==> src/rtl/note_sched_mt.sv <==
// note_sched_mt
//   Multi-track chart scheduler for the rhythm-game core. A chart RAM holds
//   timestamped entries {time_ms, track_mask}, sorted by time. Playback walks
//   the chart in index order. Each entry is compared against the free-running
//   ms timer, and when it becomes due the entry emits a one-cycle pulse on the
//   tracks in its mask. A level game-end flag rises END_DELAY_MS after the
//   last entry's time.
//
// Ports
//   clk, rst     system clock, synchronous active-high reset
//   i_cur_time   game time in ms (non-decreasing while playing, may jump)
//   i_start      one-cycle pulse: (re)start playback from entry 0
//   i_chart_len  number of valid entries, sampled with i_start
//   i_wr_en      chart write strobe (accepted only while IDLE or DONE)
//   i_wr_addr    chart write address
//   i_wr_data    {time, mask}; mask bit k drives track k
//   o_note       registered one-cycle note pulses, one bit per track
//   o_note_idx   index of the entry currently awaited
//   o_busy       high from start until DONE
//   o_game_end   level, high while in DONE
//   o_state      current FSM state, for debug and checker binding
//
// Control strobes: i_start and i_wr_en are single-cycle qualifiers with no
// back-pressure. They are sampled on every rising clk edge, and the block
// never stalls the producer. i_start takes priority over everything except
// rst. A write strobe outside IDLE/DONE is silently dropped.

module note_sched_mt #(
    parameter int N_TRACKS     = 4,
    parameter int DEPTH        = 64,
    parameter int TIME_W       = 32,
    parameter int LEAD_MS      = 0,
    parameter int END_DELAY_MS = 2000
) (
    input  logic                         clk,
    input  logic                         rst,
    input  logic [TIME_W-1:0]            i_cur_time,
    input  logic                         i_start,
    input  logic [$clog2(DEPTH):0]       i_chart_len,
    input  logic                         i_wr_en,
    input  logic [$clog2(DEPTH)-1:0]     i_wr_addr,
    input  logic [TIME_W+N_TRACKS-1:0]   i_wr_data,
    output logic [N_TRACKS-1:0]          o_note,
    output logic [$clog2(DEPTH):0]       o_note_idx,
    output logic                         o_busy,
    output logic                         o_game_end,
    output logic [2:0]                   o_state
);

    localparam int AW = $clog2(DEPTH);

    // Timer comparisons run one bit wider than the timer so that adding the
    // lead or tail delay can never wrap past zero.
    localparam logic [TIME_W:0] LEAD_EXT  = (TIME_W+1)'(LEAD_MS);
    localparam logic [TIME_W:0] END_EXT   = (TIME_W+1)'(END_DELAY_MS);
    localparam logic [AW:0]     DEPTH_LEN = (AW+1)'(DEPTH);

    typedef enum logic [2:0] {
        S_IDLE  = 3'd0,
        S_FETCH = 3'd1,
        S_WAIT  = 3'd2,
        S_DRAIN = 3'd3,
        S_DONE  = 3'd4
    } state_t;

    state_t                      state;
    logic [TIME_W+N_TRACKS-1:0]  mem [DEPTH];
    logic [TIME_W-1:0]           entry_time;
    logic [N_TRACKS-1:0]         entry_mask;
    logic [TIME_W-1:0]           last_time;
    logic [AW:0]                 idx;
    logic [AW:0]                 len;

    logic [TIME_W:0]             cur_ext;
    logic                        due;
    logic                        drained;
    logic [AW:0]                 len_clamped;
    logic [AW:0]                 idx_inc;
    logic                        wr_ok;

    always_comb begin
        cur_ext     = {1'b0, i_cur_time};
        due         = (cur_ext + LEAD_EXT) >= {1'b0, entry_time};
        drained     = cur_ext >= ({1'b0, last_time} + END_EXT);
        len_clamped = (i_chart_len > DEPTH_LEN) ? DEPTH_LEN : i_chart_len;
        idx_inc     = idx + (AW+1)'(1);
        wr_ok       = (state == S_IDLE) || (state == S_DONE);
    end

    // Chart RAM write port. Contents survive reset on purpose: a chart can be
    // loaded once and replayed across resets.
    always_ff @(posedge clk) begin
        if (i_wr_en && wr_ok) begin
            mem[i_wr_addr] <= i_wr_data;
        end
    end

    always_ff @(posedge clk) begin
        if (rst) begin
            state      <= S_IDLE;
            o_note     <= '0;
            o_busy     <= 1'b0;
            o_game_end <= 1'b0;
            idx        <= '0;
            len        <= '0;
            last_time  <= '0;
            entry_time <= '0;
            entry_mask <= '0;
        end else begin
            // Pulses last exactly one cycle: only a due entry in WAIT
            // overrides this default.
            o_note <= '0;

            if (i_start) begin
                // Restart from any state. An empty chart goes directly to
                // DRAIN, so it never fetches and fires a stale entry 0.
                len        <= len_clamped;
                idx        <= '0;
                o_game_end <= 1'b0;
                o_busy     <= 1'b1;
                if (len_clamped == '0) begin
                    last_time <= '0;
                    state     <= S_DRAIN;
                end else begin
                    state <= S_FETCH;
                end
            end else begin
                case (state)
                    S_FETCH: begin
                        // Synchronous read. The entry is registered and is
                        // valid in WAIT.
                        {entry_time, entry_mask} <= mem[idx[AW-1:0]];
                        state <= S_WAIT;
                    end
                    S_WAIT: begin
                        if (due) begin
                            o_note    <= entry_mask;
                            last_time <= entry_time;
                            idx       <= idx_inc;
                            state     <= (idx_inc < len) ? S_FETCH : S_DRAIN;
                        end
                    end
                    S_DRAIN: begin
                        if (drained) begin
                            o_game_end <= 1'b1;
                            o_busy     <= 1'b0;
                            state      <= S_DONE;
                        end
                    end
                    default: begin
                        // IDLE and DONE hold until the next start.
                    end
                endcase
            end
        end
    end

    assign o_note_idx = idx;
    assign o_state    = state;

endmodule

==> config.mk <==
export PLATFORM = sky130hd
export DESIGN_NAME = note_sched_mt
export DESIGN_NICKNAME = d
export VERILOG_FILES = /design/src/rtl/note_sched_mt.sv
export SDC_FILE = /design/constraint.sdc
export NUM_CORES = 2
export LEC_CHECK = 0
export BUFFER_PORTS_ARGS = -buffer_cell sky130_fd_sc_hd__buf_2
export CAP_MARGIN = 20
export CORE_AREA = 5 5 562 564
export CTS_CLUSTER_DIAMETER = 30
export DETAILED_ROUTE_END_ITERATION = 6
export DIE_AREA = 0 0 567 569
export HOLD_SLACK_MARGIN = 0.03
export PLACE_DENSITY_LB_ADDON = 0.12
export SLEW_MARGIN = 20
export SYNTH_ARGS = -nofsm -noshare
export SYNTH_HDL_FRONTEND = slang
export SYNTH_SLANG_ARGS = --single-unit
==> constraint.sdc <==
create_clock -name clk -period 3.3 [get_ports clk]
set_input_delay 0.33 -clock clk [delete_from_list [all_inputs] [get_ports clk]]
set_output_delay 0.33 -clock clk [all_outputs]
set_load 0.03 [all_outputs]
==> flow_summary.toml <==
[power_and_ir_drop]
p_comb_frac = 0.015
p_switching_w = 0.0188
max-vdd-ir-drop_mv = 0.504
leakagePower_nw = 38.7
seq_power_share = 0.374
pwr-share-clk = 0.611
internal_power_w = 0.0710
power_density_nw_per_um2 = 739
swShare = 0.210

[drt]
dr.first_iter.drc_count = 3875
drtPass1Iterations = 5
routed_wl_um = 283000
drc = 0
vias = 46200
routedWlPerCell_um = 29.9
ant_nets = 0
via_per_inst = 4.87

[grt]
grt_max_degree = 65
grt_pass1_vias = 49400
gr-total-overflow = 0
antenna_found_initial = 27
grt_pass1_wl_um = 392000
gr-usage-all-layers = 0.172

[synthesis]
yosysSeqAreaShare = 0.767
synth_area_um2 = 92600
postSynth.asyncResetShare = 0
synth_edf_count = 2304
ys.warnings.count = 0
postSynthAreaPerCell_um2 = 23.1
synth_seq_cells = 2395
synth_flop_cell = "edfxtp_1"
syn_nets = 4161
ys_types = 55
synthesis.instances = 4004

[cells_and_area]
areaGrowthSynthToFinish_pct = 31.2
layout.nets = 5028
multi_input_area_um2 = 21200
fill_cells = 27800
layout_common_cells = "2304 x edfxtp_1, 720 x mux4_2, 558 x clkbuf_16, 291 x buf_4, 111 x clkinv_2"
final_common_cell = "edfxtp_1"
fin_cells = 9477
drive_gt1_frac = 0.404
final-seq-area_um2 = 71000
final_cell_area_um2 = 122000

[timing]
rsz0062_at_grt = "yes"
setup_viol = 0
fin_skew_ns = 0.0543
hold_viol_final = 0
worst_slew_margin_rel = 0.268
max_clock_freq_mhz = 311
drv_slew = 0
fin_crit_ns = 3.21
finalWorstSetupSlack_ns = 0.0878
fin_crit_sh = 0.973
tightest_slew_ns = 1.10

[clocking]
cts_made_buffers = 553
clock_latency_ns = 0.97
clk_path_buf_depth = 4
cts_htree_levels = 6
root_buffer = "clkbuf_16"
cts_tree = "yes"
clock_sinks = 2395
clk_pin_slew_ns = 0.04

[worst_setup_path]
startpoint_type = "flop"
cp_slowest_cell = "or4_4"
crit_buf_inv = 2
crit_arrival_ns = 4.03
critPathMaxStageDelay_ns = 0.50
worst-path-max-fanout = 4
cp_data_required_time_ns = 4.12
crit_top_cell = "or4_4"
path_delay_family = "simple AND/OR/NAND/NOR gates"
setup.worst_path.class = "flop to flop"
cp_cell_sequence = "ha_4, or3_4, nor4_4, buf_4, or4_4, nor2_1, xnor2_1, ha_1, nand4_1, or4_4, a41oi_4, buf_6, o21ai_2, nand3_1, a41oi_2"
endpoint_kind = "flop"

[placement]
pre_cts_slack_ns = -0.253
globalplace.congestion = 0.751
placedCellCount = 8400
dp_hpwl_um = 165000
dpl-instance-area_um2 = 102000
io_buffer_count = 100

[die]
initial_core_util = 0.298
dieWidth_um = 567
dieArea_um2 = 323000
row_count = 205
pin_count = 101
core_area_um2 = 310000
die_h_um = 569

[job]
cap_violations = 0

[status]
status = "complete, no violations"

[hold_path]
hp-class = "input pin to flop"
## cell families after synthesis
kind of cell,share of synthesized area
AO/OA/AOI/OAI,0.0126
XOR/XNOR,0.00312
adder cells (fa/ha/maj),0.00973
buffers and inverters,0.0115
flip-flops,0.767
multiplexers,0.183
AND/OR/NAND/NOR,0.0133
## metal layers
layer	vias up	wire (um)	track usage
li1	19100	-	-
met1	25300	123000	0.234
met2	1354	138000	0.283
met3	435	15100	0.0348
met4	2	6360	0.0465
met5	-	13	0
## timing repair
item	in CTS	in global routing
buffers inserted	3	3
gates resized for setup	21	14
hold endpoints to repair	612	951
pin swaps	15	8
gates cloned	0	0
hold buffers	35	15
setup endpoints to repair	5	5
## registers in the layout, indices dropped and copies added, names as in the netlist
signal      cells
mem          2304
entry_time     32
last_time      32
len             7
o_note_idx      7
entry_mask      4
o_note          4
o_state         3
o_busy          1
o_game_end      1
## power by group through the flow
stage	combinational, W	clock [W]	sequential [W]
after floorplan	0.000399	0	0.0341
after global placement	0.00129	0	0.0341
after detailed placement	0.00132	0	0.0341
after CTS	0.00137	0.0559	0.0336
after global routing	0.00148	0.0577	0.0336
final	0.00136	0.0549	0.0336
## synth_stat cells (3+ instances only)
master	count	area [um2]
nor2b_1	6	37.5
nor3_1	3	15.0
ha_1	72	901
or3_1	6	37.5
inv_1	49	184
nand4_1	13	81.3
and2_1	5	31.3
o21ai_1	19	95.1
buf_2	70	350
xor2_1	17	149
o21a_1	5	37.5
nand2_1	42	158
o2111ai_1	3	26.3
nor3b_1	3	22.5
clkbuf_1	99	372
a31oi_1	6	37.5
buf_6	6	67.6
o21ai_0	33	165
a21o_1	3	22.5
xnor2_1	16	140
nor4_1	5	31.3
edfxtp_1	2304	69200
mux4_2	720	16200
buf_1	20	75.1
nand3_1	23	115
nand3b_1	4	30.0
a21oi_1	73	365
nor2_1	143	537
and3_1	3	18.8
nand2b_1	4	25.0
dfxtp_1	91	1820
mux2i_1	74	741
a22o_1	31	272
a211oi_1	3	22.5
## path summary, 6_finish.rpt
path | from | endpoint | slack (ns) | cells after the start
worst max-delay path | last_time[5]$_SDFFE_PP0P_ | o_state[1]$_SDFFE_PP0P_ | 0.09 | 15
worst min-delay path | i_wr_data[20] | mem[29][20]$_DFFE_PP_ | 0.08 | 1
worst max register to register | last_time[5]$_SDFFE_PP0P_ | o_state[1]$_SDFFE_PP0P_ | 0.09 | 15
worst min register to register | last_time[25]$_SDFFE_PP0P_ | last_time[25]$_SDFFE_PP0P_ | 0.47 | 1
## layout make-up
class                           count  share of cell area
Clock inverter                    383              0.0394
Antenna cell                        4           0.0000824
Multi-Input combinational cell   1361               0.174
Timing Repair Buffer              509              0.0396
Inverter                           51             0.00164
Clock buffer                      634               0.118
Tap cell                         4140              0.0426
Sequential cell                  2395               0.585
## worst register-to-register path, stage by stage, from the launching register on
cell and delay (ns):
dfxtp_2 0.36, ha_4 0.14, or3_4 0.13, nor4_4 0.04
buf_4 0.15, or4_4 0.51, nor2_1 0.14, xnor2_1 0.09
ha_1 0.29, nand4_1 0.14, or4_4 0.46, a41oi_4 0.22
buf_6 0.13, o21ai_2 0.04, nand3_1 0.13, a41oi_2 0.13
## metrics by stage
stage | hold WS (ns) | TNS [ns] | utilization | total power (W)
4_1_cts | 0.0310 | -0.0174 | 0.391 | 0.0908
3_3_place_gp | 0.461 | -0.905 | 0.327 | 0.0354
3_5_place_dp | 0.466 | -0.919 | 0.328 | 0.0354
5_1_grt | 0.0825 | -0.211 | 0.392 | 0.0927
6_report | 0.0788 | 0 | 0.392 | 0.0898
2_1_floorplan | 0.428 | 0 | - | 0.0345
No activity file was read; power rests on OpenSTA's default activity.
